### src/rtl/ntt_bram_sched.sv
// rtl/ntt_bram_sched.sv - in-place radix-2 NTT scheduler for a single-port-pair coefficient BRAM
// Walks LOGN stages of butterflies, tags operands for the butterfly pipe and replays addresses as write-backs.
module ntt_bram_sched #(
  parameter int LOGN   = 9,
  parameter int BF_LAT = 4
) (
  input  logic                      clk,
  input  logic                      rst_n,
  input  logic                      start,
  output logic                      busy,
  output logic                      done,
  input  logic                      host_wr_en,
  input  logic [LOGN-1:0]           host_wr_addr,
  input  logic [LOGN-1:0]           host_rd_addr,
  output logic                      bram_wr_en,
  output logic [LOGN-1:0]           bram_wr_addr,
  output logic [LOGN-1:0]           bram_rd_addr,
  output logic                      bf_in_valid,
  output logic                      bf_in_sel,
  output logic [LOGN-2:0]           bf_tw_idx,
  output logic [$clog2(LOGN)-1:0]   bf_stage
);

  localparam int SW = $clog2(LOGN);
  localparam int DW = $clog2(BF_LAT + 2);

  typedef enum logic [1:0] {IDLE, ISSUE, DRAIN, DONE} state_t;

  state_t          state_q;
  logic [SW-1:0]   stage_q;
  logic [LOGN-2:0] j_q;
  logic            phase_q;
  logic [DW-1:0]   drain_q;
  logic            busy_q;
  logic            done_q;
  logic            rd_vld_q;
  logic            rd_sel_q;
  logic [LOGN-1:0] rd_addr_q;
  logic [LOGN-2:0] rd_tw_q;

  logic            bf_vld_q;
  logic            bf_sel_q;
  logic [LOGN-2:0] bf_tw_q;
  logic [SW-1:0]   bf_stage_q;
  logic [LOGN-1:0] dl_addr_q [BF_LAT+1];
  logic [BF_LAT:0] dl_vld_q;

  logic [LOGN-2:0] j_d;
  logic            phase_d;
  logic [LOGN-1:0] j_ext;
  logic [LOGN-1:0] mask;
  logic [LOGN-1:0] addr_d;
  logic [LOGN-2:0] tw_d;
  logic            last_rd;
  logic            last_stage;
  logic            drain_end;

  // mask = half-1; clearing the offset bits and shifting left by one yields group*2*half
  assign j_d        = phase_q ? j_q + 1'b1 : j_q;
  assign phase_d    = ~phase_q;
  assign j_ext      = {1'b0, j_d};
  assign mask       = (LOGN'(1) << (LOGN - 1 - int'(stage_q))) - LOGN'(1);
  assign addr_d     = ((j_ext & ~mask) << 1) | (j_ext & mask)
                    | (phase_d ? (mask + LOGN'(1)) : '0);
  assign tw_d       = (j_d & mask[LOGN-2:0]) << stage_q;
  assign last_rd    = phase_q && (j_q == '1);
  assign last_stage = (stage_q == SW'(LOGN - 1));
  assign drain_end  = (drain_q == DW'(BF_LAT));

  always_ff @(posedge clk or negedge rst_n) begin
    if (!rst_n) begin
      state_q   <= IDLE;
      stage_q   <= '0;
      j_q       <= '0;
      phase_q   <= 1'b0;
      drain_q   <= '0;
      busy_q    <= 1'b0;
      done_q    <= 1'b0;
      rd_vld_q  <= 1'b0;
      rd_sel_q  <= 1'b0;
      rd_addr_q <= '0;
      rd_tw_q   <= '0;
    end else begin
      done_q <= 1'b0;
      case (state_q)
        IDLE: begin
          if (start) begin
            state_q   <= ISSUE;
            busy_q    <= 1'b1;
            stage_q   <= '0;
            j_q       <= '0;
            phase_q   <= 1'b0;
            rd_vld_q  <= 1'b1;
            rd_sel_q  <= 1'b0;
            rd_addr_q <= '0;
            rd_tw_q   <= '0;
          end
        end
        ISSUE: begin
          if (last_rd) begin
            state_q  <= DRAIN;
            drain_q  <= '0;
            rd_vld_q <= 1'b0;
          end else begin
            j_q       <= j_d;
            phase_q   <= phase_d;
            rd_sel_q  <= phase_d;
            rd_addr_q <= addr_d;
            rd_tw_q   <= tw_d;
          end
        end
        DRAIN: begin
          // wait for the last write-back of this stage before reading the next one
          if (drain_end) begin
            if (last_stage) begin
              state_q <= DONE;
              done_q  <= 1'b1;
            end else begin
              state_q   <= ISSUE;
              stage_q   <= stage_q + 1'b1;
              j_q       <= '0;
              phase_q   <= 1'b0;
              rd_vld_q  <= 1'b1;
              rd_sel_q  <= 1'b0;
              rd_addr_q <= '0;
              rd_tw_q   <= '0;
            end
          end else begin
            drain_q <= drain_q + 1'b1;
          end
        end
        DONE: begin
          state_q <= IDLE;
          busy_q  <= 1'b0;
        end
        default: state_q <= IDLE;
      endcase
    end
  end

  always_ff @(posedge clk or negedge rst_n) begin
    if (!rst_n) begin
      bf_vld_q   <= 1'b0;
      bf_sel_q   <= 1'b0;
      bf_tw_q    <= '0;
      bf_stage_q <= '0;
      dl_vld_q   <= '0;
      for (int i = 0; i <= BF_LAT; i++) dl_addr_q[i] <= '0;
    end else begin
      bf_vld_q     <= rd_vld_q;
      bf_sel_q     <= rd_sel_q;
      bf_tw_q      <= rd_tw_q;
      bf_stage_q   <= stage_q;
      dl_vld_q     <= {dl_vld_q[BF_LAT-1:0], rd_vld_q};
      dl_addr_q[0] <= rd_addr_q;
      for (int i = 1; i <= BF_LAT; i++) dl_addr_q[i] <= dl_addr_q[i-1];
    end
  end

  assign busy         = busy_q;
  assign done         = done_q;
  assign bram_wr_en   = busy_q ? dl_vld_q[BF_LAT]  : host_wr_en;
  assign bram_wr_addr = busy_q ? dl_addr_q[BF_LAT] : host_wr_addr;
  assign bram_rd_addr = busy_q ? rd_addr_q         : host_rd_addr;
  assign bf_in_valid  = bf_vld_q;
  assign bf_in_sel    = bf_sel_q;
  assign bf_tw_idx    = bf_tw_q;
  assign bf_stage     = bf_stage_q;

endmodule

### config.mk
export PLATFORM = sky130hd
export DESIGN_NAME = ntt_bram_sched
export DESIGN_NICKNAME = d
export VERILOG_FILES = /design/src/rtl/ntt_bram_sched.sv
export SDC_FILE = /design/constraint.sdc
export NUM_CORES = 1
export LEC_CHECK = 0
export CAP_MARGIN = 15
export CORE_MARGIN = 4
export CORE_UTILIZATION = 50
export CTS_CLUSTER_SIZE = 30
export DETAILED_ROUTE_END_ITERATION = 7
export PLACE_DENSITY = 0.76
export SYNTH_ARGS = -nofsm -noshare
export SYNTH_HDL_FRONTEND = slang
export SYNTH_SLANG_ARGS = --single-unit
### constraint.sdc
create_clock -name clk -period 3.64 [get_ports clk]
set_clock_uncertainty 0.15 [all_clocks]
set_input_delay 1.092 -clock clk [delete_from_list [all_inputs] [get_ports clk]]
set_output_delay 1.092 -clock clk [all_outputs]
set_load 0.005 [all_outputs]
==> impl_results.rst, run 1 <==
.. list-table::
   :header-rows: 1

   * - Metric
     - Value
   * - Run status
     - complete, no violations
   * - Worst setup EP type
     - primary output
   * - Final-report setup violation count
     - 0
   * - Tightest Hold Check Type
     - reg2reg
   * - Layout cell share with drive strength beyond 1
     - 12.9%
   * - Worst path most repeated cell
     - sky130_fd_sc_hd__clkdlybuf4s50_1
   * - Most common cell after layout, fill and taps aside
     - sky130_fd_sc_hd__dfrtp_1
   * - Final RePlAce weighted congestion
     - ~0.92
   * - Fillers
     - 758
   * - Setup Buffers After CTS
     - 0
   * - Data required time of the worst path
     - 2400 ps
   * - Die boundary width
     - ~110 µm
   * - Arr. time, crit path
     - about 2200 ps
   * - Detailed router's first-iteration violation count
     - 280
   * - Count of boundary I/O pins
     - 57
   * - Flop and latch count out of synthesis
     - 101
   * - RSZ-0062 raised after global routing
     - false
   * - Leakage
     - 0.00241 µW
   * - Mapped cell area
     - 0.00471 mm²
   * - WP buf/inv
     - 2
   * - Startpoint type of the worst setup path
     - input pin
   * - Vertical extent of the die
     - 105 µm
   * - Initial Utilization
     - 51.3%
   * - Drt via density
     - about 6.0
   * - Most frequently used flop master after synthesis
     - sky130_fd_sc_hd__dfrtp_1
   * - Clock tree from TritonCTS
     - yes
   * - Number of optimization iterations in the first detailed-route pass
     - 5
   * - Family of cells with the greatest summed delay on the critical path
     - buffers and inverters
   * - Rows
     - 35
   * - Area growth, synth to finish
     - 20.5%
   * - Cell count after synthesis
     - 440
   * - IR Drop Worst-Case VDD
     - between 0.2 and 0.25 mV
   * - Power Dens Cells
     - roughly 360 mW/mm²
   * - Number of pins exceeding their max-slew limit in the final report
     - 0
   * - Number of distinct library cells after synthesis
     - between 60 and 70
   * - Vias in the first global route
     - between 3000 and 4000
   * - DRT Wirelength
     - 11000 µm
   * - Standard cell core area
     - 0.00920 mm²
   * - Count of vias placed by the detailed router
     - between 3000 and 4000
   * - Number of endpoints with negative hold slack in the final report
     - 0
   * - Number of gates given a new drive strength after cts
     - 0
   * - Fraction of the cycle the final worst path needs
     - between 90% and 100%
   * - Clk root buf
     - sky130_fd_sc_hd__clkbuf_8
   * - Least-Margin Pin Slew
     - 698 ps
   * - Peak per-stage delay on the critical path
     - 450 ps
   * - Total of hold buffers inserted after clock tree synthesis
     - 0
   * - Number of sinks driven by the clock tree
     - 101
   * - Total Nets Final
     - 528
   * - Kind of critical path
     - in2out
   * - Library cell contributing the largest single delay on the critical path
     - sky130_fd_sc_hd__clkdlybuf4s50_1
   * - Number of synthesized flops with an enable pin
     - 0
   * - TNS Setup
     - 0 ps
   * - CTS H-tree lvls
     - 3
   * - Post-Syn Area per Cell
     - 10.7 µm²
   * - Number of antenna violations at the first check in global routing
     - 0
   * - Final core occ
     - 61.8%
   * - Warnings from Yosys
     - 0
   * - Highest Clock Rate
     - 289 MHz
   * - Critical Path, Cell by Cell
     - clkdlybuf4s50_1 -> mux2_2 -> clkdlybuf4s50_1
   * - Largest net degree at the start of global routing
     - 56
   * - Commonest cells after routing, fill and taps aside
     - sky130_fd_sc_hd__dfrtp_1 (101), sky130_fd_sc_hd__clkdlybuf4s50_1 (55), sky130_fd_sc_hd__nand2_1 (34)
   * - Remaining antenna violation count
     - 0
   * - Final critical path time including I/O delays and setup
     - 3460 ps
   * - Slew HR
     - 53.2%
   * - Floorplan die area
     - 0.0110 mm²
   * - Net count after synthesis
     - 469
   * - Worst hold-check slack
     - 201 ps
   * - Global-route wire length before repair
     - roughly 18000 µm
   * - Routed length per instance
     - between 15 and 20 µm
   * - HPWL after detailed placement
     - 7920 µm
   * - Overall routing resource usage
     - around a fifth
   * - Critical-path maximum fanout
     - 1
   * - Maximum Capacitance Violations
     - 0
   * - Remaining design rule violation count
     - 0
   * - Clock transition at the registers of the reported paths
     - 100 ps
   * - Async set-reset flop share out of synthesis
     - 100%
   * - Count of port buffers added during placement
     - 56
   * - Share of the yosys chip area belonging to registers
     - 53.6%
   * - CTS Buf Count
     - 9
   * - Clock insertion delay at the later pin of the skew report
     - 370 ps
   * - Remaining global-route overflow
     - 0
   * - Ant diodes
     - 0
   * - Maximum buffer depth of the clock tree
     - 2
## worst register-to-register path, delay by kind of cell (launching register included)
family | cells | cell delay [ps]
AO/OA/AOI/OAI | 4 | 1090
adder cells (fa/ha/maj) | 2 | 570
flip-flops | 1 | 390
buffers and inverters | 2 | 390
multiplexers | 1 | 310
AND/OR/NAND/NOR | 2 | 190
XOR/XNOR | 1 | 160
## area by class of cell
cell class / count / area, µm² / area share [%]
clock buffers: 10 / 138 / 2.42
repair buffers: 76 / 721 / 12.7
clock inverters: 6 / 100 / 1.76
inverters: 11 / 41.3 / 0.727
multi-input cells: 300 / 2020 / 35.5
well taps: 111 / 139 / 2.44
flip-flops and latches: 101 / 2530 / 44.5
## cells in the mapped netlist (all sizes together), types with 2 or more instances
cell type  number  area [µm²]
nor2b          10        62.6
a22o            5        43.8
xor2            7        61.3
nand2          34         128
or3b            3        28.8
mux2i           4        40.0
ha              7        87.6
inv            11        41.3
nand4bb         2        22.5
nand2b          6        37.5
a32o            6        60.1
nand3b          2        15.0
o221ai          2        17.5
and3            2        12.5
nor4            2        12.5
a21o            2        15.0
o31ai           4        30.0
and4            3        26.3
a22oi           3        22.5
nand4           9        56.3
nor2           32         120
a221oi          4        35.0
a2bb2oi         2        17.5
o211ai          4        30.0
o21ai          30         150
o221a           2        22.5
dfrtp         101        2530
buf            15        80.1
a31oi           4        31.3
or2             4        25.0
o21bai          2        15.0
xnor2           7        68.8
mux2           21         236
clkbuf         13        48.8
nor3           11        60.1
or3             4        25.0
nand3          12        65.1
a211oi          7        57.6
o22ai           4        25.0
a21oi          25         125
## per-stage QoR
step	area (µm²)	setup slack, ps	instances	total power [µW]
2_1_floorplan	4710	3.16	440	1160
3_3_place_gp	5450	147	599	1240
3_5_place_dp	5450	178	599	1240
4_1_cts	5680	166	615	2070
5_1_grt	5680	104	615	2120
6_report	5680	179	615	2040
## power breakdown
part	switching [µW]	leakage [µW]	internal, µW
clock network	410	0.000121	419
registers	0.405	0.00124	1120
logic	38.0	0.00105	53.2
## layer usage
layer  track usage (%)  part of all wire (%)
met1              28.5                    46
met2              31.7                    46
met3              4.94                   5.8
met4              6.19                   2.1
met5                 0                     0
## cells by family (layout without fill, tap and decap cells)
kind of cell | Yosys count | after routing | share of synthesized area (%)
AO/OA/AOI/OAI | 116 | 116 | 17.1
XOR/XNOR | 14 | 14 | 2.76
adder cells (fa/ha/maj) | 7 | 7 | 1.86
buffers and inverters | 39 | 103 | 3.61
flip-flops | 101 | 101 | 53.6
multiplexers | 25 | 25 | 5.87
AND/OR/NAND/NOR | 138 | 138 | 15.2
## worst paths after layout
check | slack, ps | cells after the start | endpoint | from
max reg2reg | 320 | 12 | rd_addr_q[7] | stage_q[1]
max in group asynchronous | 2080 | 2 | dl_addr_q[11] | rst_n
min | 200 | 0 | dl_addr_q[1] | dl_addr_q[10]
max | 180 | 3 | bram_rd_addr[7] | host_rd_addr[7]
min reg2reg | 200 | 0 | dl_addr_q[1] | dl_addr_q[10]
min in group asynchronous | 600 | 1 | dl_addr_q[7] | rst_n
## registers in the layout, indices dropped and copies added, names as in the netlist, 3 cells and up
signal,cells
bf_stage,4
rd_addr_q,9
bf_tw_idx,8
dl_vld_q,5
dl_addr_q,45
stage_q,4
rd_tw_q,8
j_q,8
drain_q,3
(Power assumes the default switching activity.)
==> inputs of run 2 (changes only) <==
--- a/config.mk
+++ b/config.mk
@@ -6,6 +6,7 @@
 export NUM_CORES = 1
 export LEC_CHECK = 0
 export CAP_MARGIN = 15
+export CORE_ASPECT_RATIO = 1.1
 export CORE_MARGIN = 4
 export CORE_UTILIZATION = 50
 export CTS_CLUSTER_SIZE = 30
==> impl_results.rst, run 2 (synthesis results as in run 1) <==
.. list-table::
   :header-rows: 1

   * - Metric
     - Value
   * - Startpoint of the lowest-slack hold path
     - dl_addr_q[29]
   * - Number of optimization iterations in the first detailed-route pass
     - 5
   * - Vertical extent of the die
     - about 110 µm
   * - CTS Buf Count
     - 9
   * - Global-route wire length before repair
     - 18300 µm
   * - Final RePlAce weighted congestion
     - 0.906
   * - Count of port buffers added during placement
     - 56
   * - Met2 track utilization from global routing
     - 34.2%
   * - Register with the most flip-flops
     - dl_addr_q
   * - Count of vias placed by the detailed router
     - 3707
   * - Drt via density
     - 6.00
   * - Critical path launch point
     - host_rd_addr[8]
   * - Floorplan die area
     - 0.0110 mm²
   * - Flip-flop count of the largest register after layout
     - 45
   * - Top flop regs
     - dl_addr_q: 45 flops, rd_addr_q: 9 flops
   * - Largest net degree at the start of global routing
     - between 40 and 50
   * - Slew HR
     - between 50 and 60%
   * - RSZ-0062 raised after global routing
     - false
   * - Total Nets Final
     - 528
   * - Power Dens Cells
     - 335 mW/mm²
   * - Die boundary width
     - between 100 and 150 µm
   * - Met3 Track Usage GR
     - under 10%
   * - Kind of critical path
     - in2out
   * - Worst hold-check slack
     - 201 ps
   * - Routed length per instance
     - about 18 µm
   * - Initial Utilization
     - 52.3%
   * - CTS H-tree lvls
     - 3
   * - Remaining design rule violation count
     - 0
   * - Highest Clock Rate
     - between 200 and 300 MHz
   * - Standard cell core area
     - 0.00901 mm²
   * - Layout cell share with drive strength beyond 1
     - between 10% and 20%
   * - Worst reg2reg endpoint
     - rd_addr_q[7]
   * - Worst R2R Start
     - stage_q[1]
   * - Met1 Usage GRT
     - between 20% and 30%
   * - Fraction of the cycle the final worst path needs
     - about 95%
   * - Run status
     - complete, no violations
   * - Remaining global-route overflow
     - 0
   * - Least-Margin Pin Slew
     - 637 ps
   * - Startpoint type of the worst setup path
     - input pin
   * - Remaining antenna violation count
     - 0
   * - Commonest cells after routing, fill and taps aside
     - sky130_fd_sc_hd__dfrtp_1 (101), sky130_fd_sc_hd__clkdlybuf4s50_1 (55), sky130_fd_sc_hd__nand2_1 (34)
   * - Clock tree from TritonCTS
     - yes
   * - DRT Wirelength
     - 10900 µm
   * - Rows
     - 36
   * - Number of pins exceeding their max-slew limit in the final report
     - 0
   * - HPWL after detailed placement
     - between 7000 and 8000 µm
   * - Arr. time, crit path
     - 2230 ps
   * - Worst setup EP type
     - primary output
   * - Tightest Hold Check Type
     - reg2reg
   * - Total of hold buffers inserted after clock tree synthesis
     - 0
   * - Clock insertion delay at the later pin of the skew report
     - about 360 ps
   * - Setup Buffers After CTS
     - 0
   * - Number of endpoints with negative hold slack in the final report
     - 0
   * - Maximum Capacitance Violations
     - 0
   * - Detailed router's first-iteration violation count
     - 261
   * - Final-report setup violation count
     - 0
   * - IR Drop Worst-Case VDD
     - 0.165 mV
   * - Vias in the first global route
     - around 3600
   * - Data required time of the worst path
     - 2400 ps
   * - Critical path destination
     - bram_rd_addr[8]
   * - Path depth of the worst reg2reg path
     - 11
   * - Busiest layer in global routing
     - met2
   * - Final critical path time including I/O delays and setup
     - roughly 3500 ps
   * - Fillers
     - roughly 750
   * - Count of boundary I/O pins
     - 57
   * - Most common cell after layout, fill and taps aside
     - sky130_fd_sc_hd__dfrtp_1
   * - Critical-path maximum fanout
     - 1
   * - Ant diodes
     - 0
   * - Maximum buffer depth of the clock tree
     - 2
   * - Overall routing resource usage
     - about a fifth
   * - Area growth, synth to finish
     - 19.8%
   * - Clock transition at the registers of the reported paths
     - 100 ps
   * - TNS Setup
     - 0 ps
   * - Register-to-register path setup slack
     - roughly 280 ps
   * - Leakage
     - 0.00238 µW
   * - Clk root buf
     - sky130_fd_sc_hd__clkbuf_8
   * - Number of sinks driven by the clock tree
     - a little over 100
   * - Number of antenna violations at the first check in global routing
     - 0
[run 2: changes by cell type in the layout (fill, tap and decap cells not counted), sizes merged]
| cell | change |
|---|---|
| clkinvlp | +2 |
| bufinv | -2 |
[run 2: worst min-delay path by stage]
stage,endpoint,slack (ps),depth (start not counted)
3_3_place_gp,dl_addr_q[19],180,0
2_1_floorplan,dl_addr_q[0],180,0
3_5_place_dp,dl_addr_q[7],180,0
4_1_cts,dl_addr_q[20],200,0
6_report,dl_addr_q[20],200,0
5_1_grt,dl_addr_q[20],210,0
[run 2: stage by stage]
| step | setup WS, ps | util (%) | total power, µW | cells | cell area [µm²] |
|---|---|---|---|---|---|
| floorplan | 3.16 | - | 1160 | 440 | 4710 |
| global placement | 212 | 60.5 | 1230 | 602 | 5450 |
| detailed placement | 159 | 60.5 | 1240 | 602 | 5450 |
| CTS | 159 | 62.6 | 1910 | 618 | 5640 |
| global route | 1.09 | 62.7 | 1960 | 618 | 5650 |
| finish | 173 | 62.7 | 1890 | 618 | 5650 |
[run 2: routing by layer]
layer  vias to the layer above  part of all wire, %
met5                         -                    0
met4                         0                  1.6
met3                        19                  7.4
met2                       155                   47
met1                      1815                   44
li1                       1718                    -
[run 2: layout make-up]
class / count / area (µm²) / area share (%)
clock buffer: 10 / 138 / 2.44
sequential: 101 / 2530 / 44.8
multi-input combinational: 300 / 2020 / 35.8
inverter: 11 / 41.3 / 0.731
clock inverter: 6 / 55.1 / 0.975
timing repair buffer: 76 / 721 / 12.8
tap: 114 / 143 / 2.53
[run 2: critical path, stage by stage]
cell and delay, ps:
sky130_fd_sc_hd__clkdlybuf4s50_1 410, sky130_fd_sc_hd__mux2_2 280, sky130_fd_sc_hd__clkdlybuf4s50_1 440
[run 2: where the power goes]
| part | leakage (µW) | switching (µW) | internal, µW |
|---|---|---|---|
| sequential | 0.00124 | 0.998 | 1120 |
| combinational | 0.00105 | 36.7 | 53.1 |
| clock | 0.0000929 | 398 | 280 |
| total | 0.00238 | 435 | 1460 |
[run 2: what timing repair did]
item,CTS,global route
hold endpoints to repair,0,0
gates resized for setup,0,1
setup endpoints to repair,0,1
